==> src/rtl/counting_pkg.sv <==
// Shared types and constants for the counting_src stimulus source.
// Symbol encodings match the pattern detector's 2-bit num input.
package counting_pkg;

  typedef enum logic [2:0] {
    StIdle,
    StFill,
    StT1,
    StT2,
    StT3
  } state_e;

  localparam logic [1:0] SYM_IDLE = 2'b00;
  localparam logic [1:0] SYM_T1   = 2'b01;
  localparam logic [1:0] SYM_T2   = 2'b10;
  localparam logic [1:0] SYM_T3   = 2'b11;

  localparam int unsigned LFSR_W = 8;
  // Feedback taps: q[7] ^ q[5] ^ q[4] ^ q[3]
  localparam logic [LFSR_W-1:0] LFSR_TAPS = 8'b1011_1000;

  // An all-zero LFSR would lock up, so a zero seed becomes 1.
  function automatic logic [LFSR_W-1:0] lfsr_seed(input logic [LFSR_W-1:0] seed);
    return (seed == '0) ? {{(LFSR_W-1){1'b0}}, 1'b1} : seed;
  endfunction

  // 11 is folded onto 00 so filler can never complete the trigger.
  function automatic logic [1:0] filler_sym(input logic [LFSR_W-1:0] q);
    return (q[1:0] == SYM_T3) ? SYM_IDLE : q[1:0];
  endfunction

endpackage

==> src/rtl/counting_lfsr.sv <==
// 8-bit Fibonacci LFSR with synchronous seed load and shift enable.
// o_q_next is the value the register takes at the coming edge.
module counting_lfsr
  import counting_pkg::*;
#(
  parameter logic [LFSR_W-1:0] SEED = 8'hA5
) (
  input  logic              clk,
  input  logic              rst_n,
  input  logic              i_shift,
  output logic [LFSR_W-1:0] o_q,
  output logic [LFSR_W-1:0] o_q_next
);

  logic [LFSR_W-1:0] r_q;
  logic [LFSR_W-1:0] w_shifted;

  assign w_shifted = {r_q[LFSR_W-2:0], ^(r_q & LFSR_TAPS)};
  assign o_q_next  = i_shift ? w_shifted : r_q;
  assign o_q       = r_q;

  always_ff @(posedge clk) begin
    if (!rst_n) begin
      r_q <= lfsr_seed(SEED);
    end else begin
      r_q <= o_q_next;
    end
  end

endmodule

==> src/rtl/counting_src.sv <==
// Burst stimulus source for the 01->10->11 pattern detector: pseudo-random
// filler symbols followed by an optional trigger sequence, one symbol per clock.
module counting_src
  import counting_pkg::*;
#(
  parameter logic [7:0]  SEED  = 8'hA5,
  parameter int unsigned LEN_W = 4
) (
  input  logic             clk,
  input  logic             rst_n,
  input  logic             cmd_valid,
  output logic             cmd_ready,
  input  logic [LEN_W-1:0] cmd_len,
  input  logic             cmd_trig,
  output logic [1:0]       num,
  output logic             busy,
  output logic             done,
  output logic [7:0]       trig_cnt
);

  state_e             r_state, w_state_d;
  logic [LEN_W-1:0]   r_rem, w_rem_d;
  logic               r_trig, w_trig_d;
  logic [1:0]         r_num, w_num_d;
  logic               r_done, w_done_d;
  logic [7:0]         r_trig_cnt;
  logic               w_accept;
  logic               w_shift;
  logic [LFSR_W-1:0]  w_lfsr_q;
  logic [LFSR_W-1:0]  w_lfsr_next;

  assign cmd_ready = (r_state == StIdle);
  assign busy      = ~cmd_ready;
  assign w_accept  = cmd_valid & cmd_ready;
  assign w_shift   = (r_state == StFill);
  assign num       = r_num;
  assign done      = r_done;
  assign trig_cnt  = r_trig_cnt;

  counting_lfsr #(
    .SEED (SEED)
  ) u_lfsr (
    .clk      (clk),
    .rst_n    (rst_n),
    .i_shift  (w_shift),
    .o_q      (w_lfsr_q),
    .o_q_next (w_lfsr_next)
  );

  always_comb begin
    w_state_d = r_state;
    w_rem_d   = r_rem;
    w_trig_d  = r_trig;
    unique case (r_state)
      StIdle: begin
        if (w_accept) begin
          w_rem_d  = cmd_len;
          w_trig_d = cmd_trig;
          if (cmd_len != '0) begin
            w_state_d = StFill;
          end else if (cmd_trig) begin
            w_state_d = StT1;
          end
        end
      end
      StFill: begin
        w_rem_d = r_rem - 1'b1;
        if (r_rem == LEN_W'(1)) begin
          w_state_d = r_trig ? StT1 : StIdle;
        end
      end
      StT1:    w_state_d = StT2;
      StT2:    w_state_d = StT3;
      StT3:    w_state_d = StIdle;
      default: w_state_d = StIdle;
    endcase
  end

  // Outputs are registered from the next state so num always matches r_state;
  // w_lfsr_next is the LFSR value that will be current during that next cycle.
  always_comb begin
    w_num_d  = SYM_IDLE;
    w_done_d = 1'b0;
    unique case (w_state_d)
      StFill: begin
        w_num_d  = filler_sym(w_lfsr_next);
        w_done_d = (w_rem_d == LEN_W'(1)) && !w_trig_d;
      end
      StT1: w_num_d = SYM_T1;
      StT2: w_num_d = SYM_T2;
      StT3: begin
        w_num_d  = SYM_T3;
        w_done_d = 1'b1;
      end
      default: w_num_d = SYM_IDLE;
    endcase
  end

  always_ff @(posedge clk) begin
    if (!rst_n) begin
      r_state    <= StIdle;
      r_rem      <= '0;
      r_trig     <= 1'b0;
      r_num      <= SYM_IDLE;
      r_done     <= 1'b0;
      r_trig_cnt <= 8'h00;
    end else begin
      r_state <= w_state_d;
      r_rem   <= w_rem_d;
      r_trig  <= w_trig_d;
      r_num   <= w_num_d;
      r_done  <= w_done_d;
      if ((r_state == StT3) && (r_trig_cnt != 8'hFF)) begin
        r_trig_cnt <= r_trig_cnt + 8'h01;
      end
    end
  end

  logic w_unused;
  assign w_unused = ^w_lfsr_q;

endmodule
==> config.mk <==
export PLATFORM = sky130hd
export DESIGN_NAME = counting_src
export DESIGN_NICKNAME = d
export VERILOG_FILES = /design/src/rtl/counting_pkg.sv /design/src/rtl/counting_lfsr.sv /design/src/rtl/counting_src.sv
export SDC_FILE = /design/constraint.sdc
export NUM_CORES = 1
export LEC_CHECK = 0
export BUFFER_PORTS_ARGS = -buffer_cell sky130_fd_sc_hd__buf_2
export CAP_MARGIN = 40
export CORE_UTILIZATION = 25
export DETAILED_ROUTE_END_ITERATION = 8
export GPL_ROUTABILITY_DRIVEN = 0
export MAX_ROUTING_LAYER = met4
export SYNTH_ARGS = -nofsm -noshare
export SYNTH_HDL_FRONTEND = slang
export SYNTH_SLANG_ARGS = --single-unit
==> constraint.sdc <==
create_clock -name clk -period 1.7 [get_ports clk]
set_clock_uncertainty 0.15 [all_clocks]
set_input_delay 0.255 -clock clk [delete_from_list [all_inputs] [get_ports clk]]
set_output_delay 0.255 -clock clk [all_outputs]
set_load 0.01 [all_outputs]
==> run summary, run 1 <==
DRT Wirelength -> 3430 um
Port Buf Inserts -> 20
Result of the run -> finished, violations left
CP delay by family, top -> compound AO/OA/AOI/OAI gates
Crit path DAT -> 1.92 ns
Clock latency on the worst-skew pair -> 0.27 ns
DR pass1 iterations -> 4
Yosys top cell by area -> dfxtp_1
Reg-to-reg endpoint -> done
Post-route ant nets -> 0
Detailed placer's ending HPWL -> 2544 um
Core Footprint -> 5205 sq um
Grt total ovfl -> 0
Ratio of cells with drive above 1 in the final layout -> 37.73%
Drt wl/cell -> 11.83 um
TritonCTS Buffers -> 3
Initial antenna violation count -> 0
Synth top area cells -> dfxtp_1 (39%), nor2_1 (6.0%), nand2_1 (5.8%)
Die Height -> 76.03 um
Syn avg cell area -> 8.303 sq um
Hold Path Class -> in2reg
Via count of the routed design -> 1339
Post-route setup TNS -> -0.3800 ns
RSZ-0062 raised after global routing -> true
Slew Limit Fails -> 0
Max Fanout on Critical Path -> 3
Final setup viols -> 2
Die ar. -> 5781 sq um
Post-synthesis net count -> 176
Post-synth EDFFs -> 0
Critical path cell sequence -> buf_6 -> or3_4 -> a2111oi_4 -> nor2_1 -> a221o_1 -> a31o_1
Final period util -> 111.9%
Startpoint types -> flip-flop
CTS HTree Levels -> 1
Pwr dens -> 828.7 nW/um^2
Clock sinks -> 27
Final Util -> 37.28%
Hold Startpoint -> rst_n
Minimum clock period after layout -> 1.902 ns
CTS tree -> built
R2R setup slack -> -0.20 ns
Most used flip-flop cell after synthesis -> dfxtp_1
Crit Path Category -> reg2reg
Slew @ Worst Pin -> 0.2718 ns
Final worst slack -> -0.2024 ns
Cts hold-fix bufs -> 0
Leak pwr -> 0.8347 nW
Seq cells post-synth -> 27
Worst EP required -> 1.72 ns
Worst Hold End -> u_lfsr.o_q[7]
First-pass GRT wire length -> 5913 um
Distinct cells, synth -> 46
Crit path capture type -> flip-flop
Largest net degree at the start of global routing -> 17
Rel. slew slack -> 81.62%
Final #Nets -> 232
Max IR drop VDD -> 0.3989 mV
Synth top cells by count -> dfxtp_1 (27), nor2_1 (22), nand2_1 (21)
Sequential-to-total area share from yosys stat -> 39.45%
Clock-pin slew on the worst setup and hold paths -> 0.10 ns
Cell with the most instances after synthesis -> dfxtp_1
# DRC -> 0
Async S/R FF share, synth -> 0%
Synth top area share -> 39.45%
Mapped Area -> 1370 sq um
I/O pins -> 21
Rows -> 26
Max Freq -> 525.7 MHz
Clk root buf -> clkbuf_8
R2r startpoint -> r_rem[0]
Hold path depth -> 2
CP max-delay cell -> dfxtp_2
Diodes inserted -> 0
Initial DRC count -> 64
Synth warnings -> 0
CP Buf/Inv Count -> 1
R2R cell count -> 6
Clk buf depth -> 2
Fin. Hold Viols -> 0
Violated checks -> negative setup slack
Die Width -> 76.03 um
Initial core utilization -> 26.32%
Max stage delay on crit path -> 0.35 ns
Max cap viols -> 0
Average via count per standard cell -> 4.617
Vias in the first global route -> 1224
Tot GR Track Use -> 12.83%
Synth Instances -> 165
Area grow syn2layout -> 41.64%
-- through the flow --
step	cell area, sq um	worst slack, ns	total power, mW	hold WS [ns]	cells
2_1_floorplan	1384	-0.01978	1.020	0.1768	165
3_3_place_gp	1817	-0.1920	1.227	0.2944	286
3_5_place_dp	1817	-0.1974	1.226	0.2983	286
4_1_cts	1904	-0.1972	1.612	0.08008	289
5_1_grt	1941	-0.2728	1.714	0.07967	290
6_report	1941	-0.2024	1.608	0.08324	290
-- layer usage --
| metal | vias to the layer above | routed length (um) | GRT usage, % |
|---|---|---|---|
| met4 | 0 | 17 | 2.500 |
| met5 | - | 0 | - |
| met2 | 30 | 1531 | 19.91 |
| met1 | 605 | 1730 | 17.39 |
| li1 | 700 | - | - |
| met3 | 4 | 151 | 2.515 |
-- cells by family (layout without fill, tap and decap cells) --
| kind of cell | after synthesis | after routing | synth area share (%) |
|---|---|---|---|
| adder cells (fa/ha/maj) | 3 | 3 | 2.740 |
| XOR/XNOR | 9 | 9 | 5.754 |
| AO/OA/AOI/OAI | 33 | 33 | 17.35 |
| AND/OR/NAND/NOR | 77 | 77 | 28.86 |
| flip-flops | 27 | 27 | 39.45 |
| multiplexers | 2 | 2 | 1.461 |
| buffers and inverters | 14 | 69 | 4.383 |
-- how the worst max path moves through the flow --
stage / start / endpoint / slack [ns] / depth (start not counted)
after global placement: r_rem[0] / done / -0.19 / 6
final: r_rem[0] / done / -0.20 / 6
after floorplan: r_rem[2] / done / -0.02 / 5
after CTS: r_rem[0] / done / -0.20 / 6
after global routing: r_rem[0] / done / -0.27 / 6
after detailed placement: r_rem[0] / done / -0.20 / 6
-- cell type report --
| class | instances | area, sq um |
|---|---|---|
| tap | 70 | 87.58 |
| clock buffer | 3 | 41.29 |
| fill | 571 | 3264 |
| timing repair buffer | 57 | 389.1 |
| clock inverter | 1 | 5.005 |
| sequential | 27 | 553.0 |
| inverter | 8 | 30.03 |
| multi-input combinational | 124 | 834.6 |
-- cell usage in the layout (no fill, tap or decap), types with 5 or more instances in the layout --
master,netlist,routed
dfxtp_1,27,21
nor2_1,22,21
nand2_1,21,20
o21ai_0,6,5
inv_1,6,5
buf_4,1,35
buf_2,3,20
nand3_1,6,6
a21oi_1,8,8
xnor2_1,6,6
-- what timing repair did --
item                       4_1_cts  5_1_grt
cloned                           0        0
resized for setup               14        9
setup buffers                    0        1
hold endpoints to repair         0        0
pin swaps                        3        3
setup endpoints to repair       12        9
-- power by group --
group          internal [mW]  switching, mW
Clock                  0.164          0.201
Combinational          0.268          0.237
Sequential             0.690         0.0480
-- registers in the layout, summed over array words and instances, names as in the netlist --
name and flops:
trig_cnt 8, r_trig 1, u_lfsr.o_q 8, done 1
r_rem 4, num 2, r_state 3
Note: power is estimated with default switching activity, not from simulation.
==> run 2, diff against run 1 <==
--- a/config.mk
+++ b/config.mk
@@ -11,6 +11,7 @@
 export DETAILED_ROUTE_END_ITERATION = 8
 export GPL_ROUTABILITY_DRIVEN = 0
 export MAX_ROUTING_LAYER = met4
+export SKIP_CTS_REPAIR_TIMING = 1
 export SYNTH_ARGS = -nofsm -noshare
 export SYNTH_HDL_FRONTEND = slang
 export SYNTH_SLANG_ARGS = --single-unit
==> run summary, run 2 (same netlist as run 1, synthesis figures left out) <==
Slew @ Worst Pin -> 0.3290 ns
Critical path cell sequence -> buf_6 -> or3_4 -> a2111oi_4 -> nor2_1 -> a221o_1 -> a31o_1
Area grow syn2layout -> 44.57%
Startpoint types -> flip-flop
Slew Limit Fails -> 0
CTS HTree Levels -> 1
CP Buf/Inv Count -> 1
Tot GR Track Use -> 12.49%
Vias in the first global route -> 1199
Max Fanout on Critical Path -> 3
Final Util -> 38.05%
Most common cell after layout, fill and taps aside -> buf_4
Final setup viols -> 4
CP max-delay cell -> dfxtp_2
Diodes inserted -> 0
Stages on worst setup path -> 6
R2R setup slack -> -0.19 ns
First-pass GRT wire length -> 5768 um
Most frequent cells in the layout -> buf_4 (34), nand2_1 (21), nor2_1 (21), dfxtp_1 (21), buf_2 (20)
Max IR drop VDD -> 0.3754 mV
Result of the run -> finished, violations left
# DRC -> 0
Leak pwr -> 0.8582 nW
Worst EP required -> 1.72 ns
I/O pins -> 21
Post-route ant nets -> 0
Max stage delay on crit path -> 0.35 ns
Die Width -> 76.03 um
Drt wl/cell -> 12.22 um
Grt total ovfl -> 0
Clock sinks -> 27
Clock latency on the worst-skew pair -> 0.27 ns
DRT Wirelength -> 3555 um
Final #Nets -> 233
Post-route setup TNS -> -0.5529 ns
Ratio of cells with drive above 1 in the final layout -> 38.91%
R2R cell count -> 6
Clk root buf -> clkbuf_8
Die Height -> 76.03 um
Crit Path Category -> reg2reg
CTS tree -> built
Die ar. -> 5781 sq um
Max cap viols -> 0
R2r startpoint -> r_rem[0]
Initial core utilization -> 26.32%
TritonCTS Buffers -> 3
Final period util -> 111.5%
Crit path capture type -> flip-flop
Minimum clock period after layout -> 1.895 ns
Hold Path Class -> in2reg
Initial antenna violation count -> 0
Initial DRC count -> 77
Average via count per standard cell -> 4.646
CP delay by family, top -> compound AO/OA/AOI/OAI gates
Detailed placer's ending HPWL -> 2544 um
Reg-to-reg endpoint -> done
Clk buf depth -> 2
Via count of the routed design -> 1352
Violated checks -> negative setup slack
Core Footprint -> 5205 sq um
Crit path DAT -> 1.91 ns
Port Buf Inserts -> 20
Fin. Hold Viols -> 0
Pwr dens -> 826.0 nW/um^2
RSZ-0062 raised after global routing -> true
Largest net degree at the start of global routing -> 17
Final worst slack -> -0.1947 ns
Clock-pin slew on the worst setup and hold paths -> 0.09 ns
Crit path launch -> r_rem[0]
Rows -> 26
Rel. slew slack -> 78.07%
End of the critical path -> done
Max Freq -> 527.8 MHz
DR pass1 iterations -> 4
run 2: per-stage QoR:
| step | setup WS (ns) | hold WS [ns] | area, sq um | std cells | power [mW] |
|---|---|---|---|---|---|
| floorplan | -0.01978 | 0.1768 | 1384 | 165 | 1.020 |
| global placement | -0.1920 | 0.2944 | 1817 | 286 | 1.227 |
| detailed placement | -0.1974 | 0.2983 | 1817 | 286 | 1.226 |
| CTS | -0.2323 | 0.08008 | 1863 | 290 | 1.598 |
| global route | -0.2710 | 0.08466 | 1981 | 291 | 1.742 |
| finish | -0.1947 | 0.09092 | 1981 | 291 | 1.636 |
run 2: power breakdown:
group	leakage [nW]	switching (mW)	internal (mW)
logic	0.609	0.248	0.288
registers	0.224	0.0478	0.689
clock network	0.0255	0.200	0.164
run 2: final cells by class:
type,count,area [sq um]
well taps,70,87.58
flip-flops and latches,27,555.5
clock buffers,3,41.29
clock inverters,1,5.005
inverters,8,32.53
multi-input cells,124,840.8
repair buffers,58,417.9
fillers,565,3224
run 2: worst min path at each step:
stage	from	endpoint	slack [ns]	depth (start not counted)
5_1_grt	rst_n	u_lfsr.o_q[7]	0.08	2
2_1_floorplan	rst_n	u_lfsr.o_q[5]	0.18	1
3_5_place_dp	u_lfsr.o_q[2]	u_lfsr.o_q[3]	0.30	2
4_1_cts	rst_n	u_lfsr.o_q[7]	0.08	2
6_report	rst_n	u_lfsr.o_q[7]	0.09	2
3_3_place_gp	u_lfsr.o_q[1]	u_lfsr.o_q[1]	0.29	2
run 2: worst reg2reg max path, stage by stage (launching register included):
cell and delay, ns:
dfxtp_2 0.35, buf_6 0.11, or3_4 0.35, a2111oi_4 0.29, nor2_1 0.06, a221o_1 0.31
a31o_1 0.19
run 2: layer usage:
layer / share of wire (%) / GRT usage (%) / vias up
li1: - / - / 696
met1: 49 / 17.32 / 611
met2: 46 / 19.09 / 39
met3: 4.4 / 2.275 / 6
met4: 0.62 / 2.308 / 0
met5: 0 / - / -
==> run 3, diff against run 2 <==
--- a/config.mk
+++ b/config.mk
@@ -7,10 +7,13 @@
 export LEC_CHECK = 0
 export BUFFER_PORTS_ARGS = -buffer_cell sky130_fd_sc_hd__buf_2
 export CAP_MARGIN = 40
+export CELL_PAD_IN_SITES_DETAIL_PLACEMENT = 0
+export CELL_PAD_IN_SITES_GLOBAL_PLACEMENT = 1
 export CORE_UTILIZATION = 25
 export DETAILED_ROUTE_END_ITERATION = 8
 export GPL_ROUTABILITY_DRIVEN = 0
 export MAX_ROUTING_LAYER = met4
+export PLACE_DENSITY_LB_ADDON = 0.1
 export SKIP_CTS_REPAIR_TIMING = 1
 export SYNTH_ARGS = -nofsm -noshare
 export SYNTH_HDL_FRONTEND = slang
==> constraint.sdc (replaced) <==
create_clock -name clk -period 1.5 [get_ports clk]
set_clock_uncertainty 0.15 [all_clocks]
set_input_delay 0.225 -clock clk [delete_from_list [all_inputs] [get_ports clk]]
set_output_delay 0.225 -clock clk [all_outputs]
set_load 0.01 [all_outputs]
==> run summary, run 3 (same netlist as run 1, synthesis figures left out) <==
Result of the run -> finished, violations left
Violated checks -> negative setup slack
Die ar. -> 5781 sq um
Pwr dens -> 926.8 nW/um^2
Largest net degree at the start of global routing -> 17
Slew Limit Fails -> 0
Clk root buf -> clkbuf_8
I/O pins -> 21
Crit path capture type -> flip-flop
Grt total ovfl -> 0
CTS tree -> built
Ratio of cells with drive above 1 in the final layout -> 43.97%
Max IR drop VDD -> 0.2860 mV
Design Area, Final -> 2092 sq um
Die Height -> 76.03 um
Port Buf Inserts -> 20
Initial DRC count -> 66
Rows -> 26
Average via count per standard cell -> 4.762
Startpoint types -> flip-flop
Initial core utilization -> 26.32%
RSZ-0062 raised after global routing -> true
Filler cells -> 557
Area of placed instances -> 1893 sq um
First-pass GRT wire length -> 6520 um
Fin. Hold Viols -> 0
Most frequent cells in the layout -> buf_4 (46), nor2_1 (22), nand2_1 (21), dfxtp_1 (21), buf_2 (20)
Hold Path Class -> in2reg
Detailed placer's ending HPWL -> 2980 um
# DRC -> 0
Tot GR Track Use -> 14.36%
Worst EP required -> 1.58 ns
DRT Wirelength -> 4086 um
TritonCTS Buffers -> 3
Most common cell after layout, fill and taps aside -> buf_4
Final period util -> 134.6%
Final #Nets -> 244
CTS HTree Levels -> 1
Minimum clock period after layout -> 2.019 ns
Drt wl/cell -> 13.53 um
DR pass1 iterations -> 4
Max Freq -> 495.3 MHz
Max cap viols -> 0
Post-route ant nets -> 0
Clock sinks -> 27
Clock-pin slew on the worst setup and hold paths -> 0.10 ns
Slew @ Worst Pin -> 0.3477 ns
Crit Path Category -> reg2reg
Initial antenna violation count -> 0
Via count of the routed design -> 1438
Diodes inserted -> 0
Crit path DAT -> 2.09 ns
Clock latency on the worst-skew pair -> 0.27 ns
Final setup viols -> 18
Fin Hold WS -> 0.1026 ns
Rel. slew slack -> 76.57%
Area grow syn2layout -> 52.69%
Max Fanout on Critical Path -> 4
Final worst slack -> -0.5190 ns
Die Width -> 76.03 um
Leak pwr -> 0.9038 nW
Vias in the first global route -> 1380
Core Footprint -> 5205 sq um
Clk buf depth -> 2
-- run 3: cell count changes in the layout (fill, tap and decap cells not counted), sizes merged --
| cell | previous run | this run |
|---|---|---|
| buf | 57 | 69 |
| clkbuf | 4 | 3 |
-- run 3: layout make-up --
cell class | count | area [sq um] | share of cell area, %
clock buffers | 3 | 41.29 | 1.974
clock inverters | 1 | 5.005 | 0.2392
inverters | 8 | 30.03 | 1.435
multi-input cells | 124 | 894.6 | 42.76
flip-flops and latches | 27 | 550.5 | 26.32
well taps | 70 | 87.58 | 4.187
repair buffers | 69 | 483.0 | 23.09
-- run 3: per-layer routing --
metal / GRT usage [%] / wire, um
met5: - / 0
met4: 6.731 / 133
met3: 2.754 / 163
met2: 23.45 / 1970
met1: 17.03 / 1818
-- run 3: power by group --
group | switching (mW) | internal [mW]
logic | 0.310 | 0.363
clock network | 0.241 | 0.186
registers | 0.0555 | 0.784
total | 0.606 | 1.33
-- run 3: critical path, cell delays in order, from the launching register on --
cell and delay (ns):
dfxtp_2 0.35, nor4b_4 0.33, mux2i_2 0.38, o2111ai_2 0.19, nor4b_2 0.28, buf_4 0.15
a31o_1 0.13
-- run 3: through the flow --
stage / setup TNS (ns) / total power [mW] / std cells / setup WS, ns / util, %
2_1_floorplan: -0.9095 / 1.159 / 165 / -0.2198 / -
3_3_place_gp: -3.617 / 1.432 / 294 / -0.5204 / 36.37
3_5_place_dp: -3.950 / 1.435 / 294 / -0.5477 / 36.37
4_1_cts: -4.691 / 1.874 / 298 / -0.5757 / 37.26
5_1_grt: -4.260 / 2.068 / 302 / -0.5676 / 40.19
6_report: -2.729 / 1.939 / 302 / -0.5190 / 40.19
-- run 3: worst paths after layout --
path                       from       endpoint  slack (ns)  cells past startpoint
setup / recovery     r_state[2]           done       -0.52                      6
setup reg to reg     r_state[2]           done       -0.52                      6
hold / removal            rst_n     r_state[1]        0.10                      3
hold reg to reg   u_lfsr.o_q[6]  u_lfsr.o_q[6]        0.32                      2
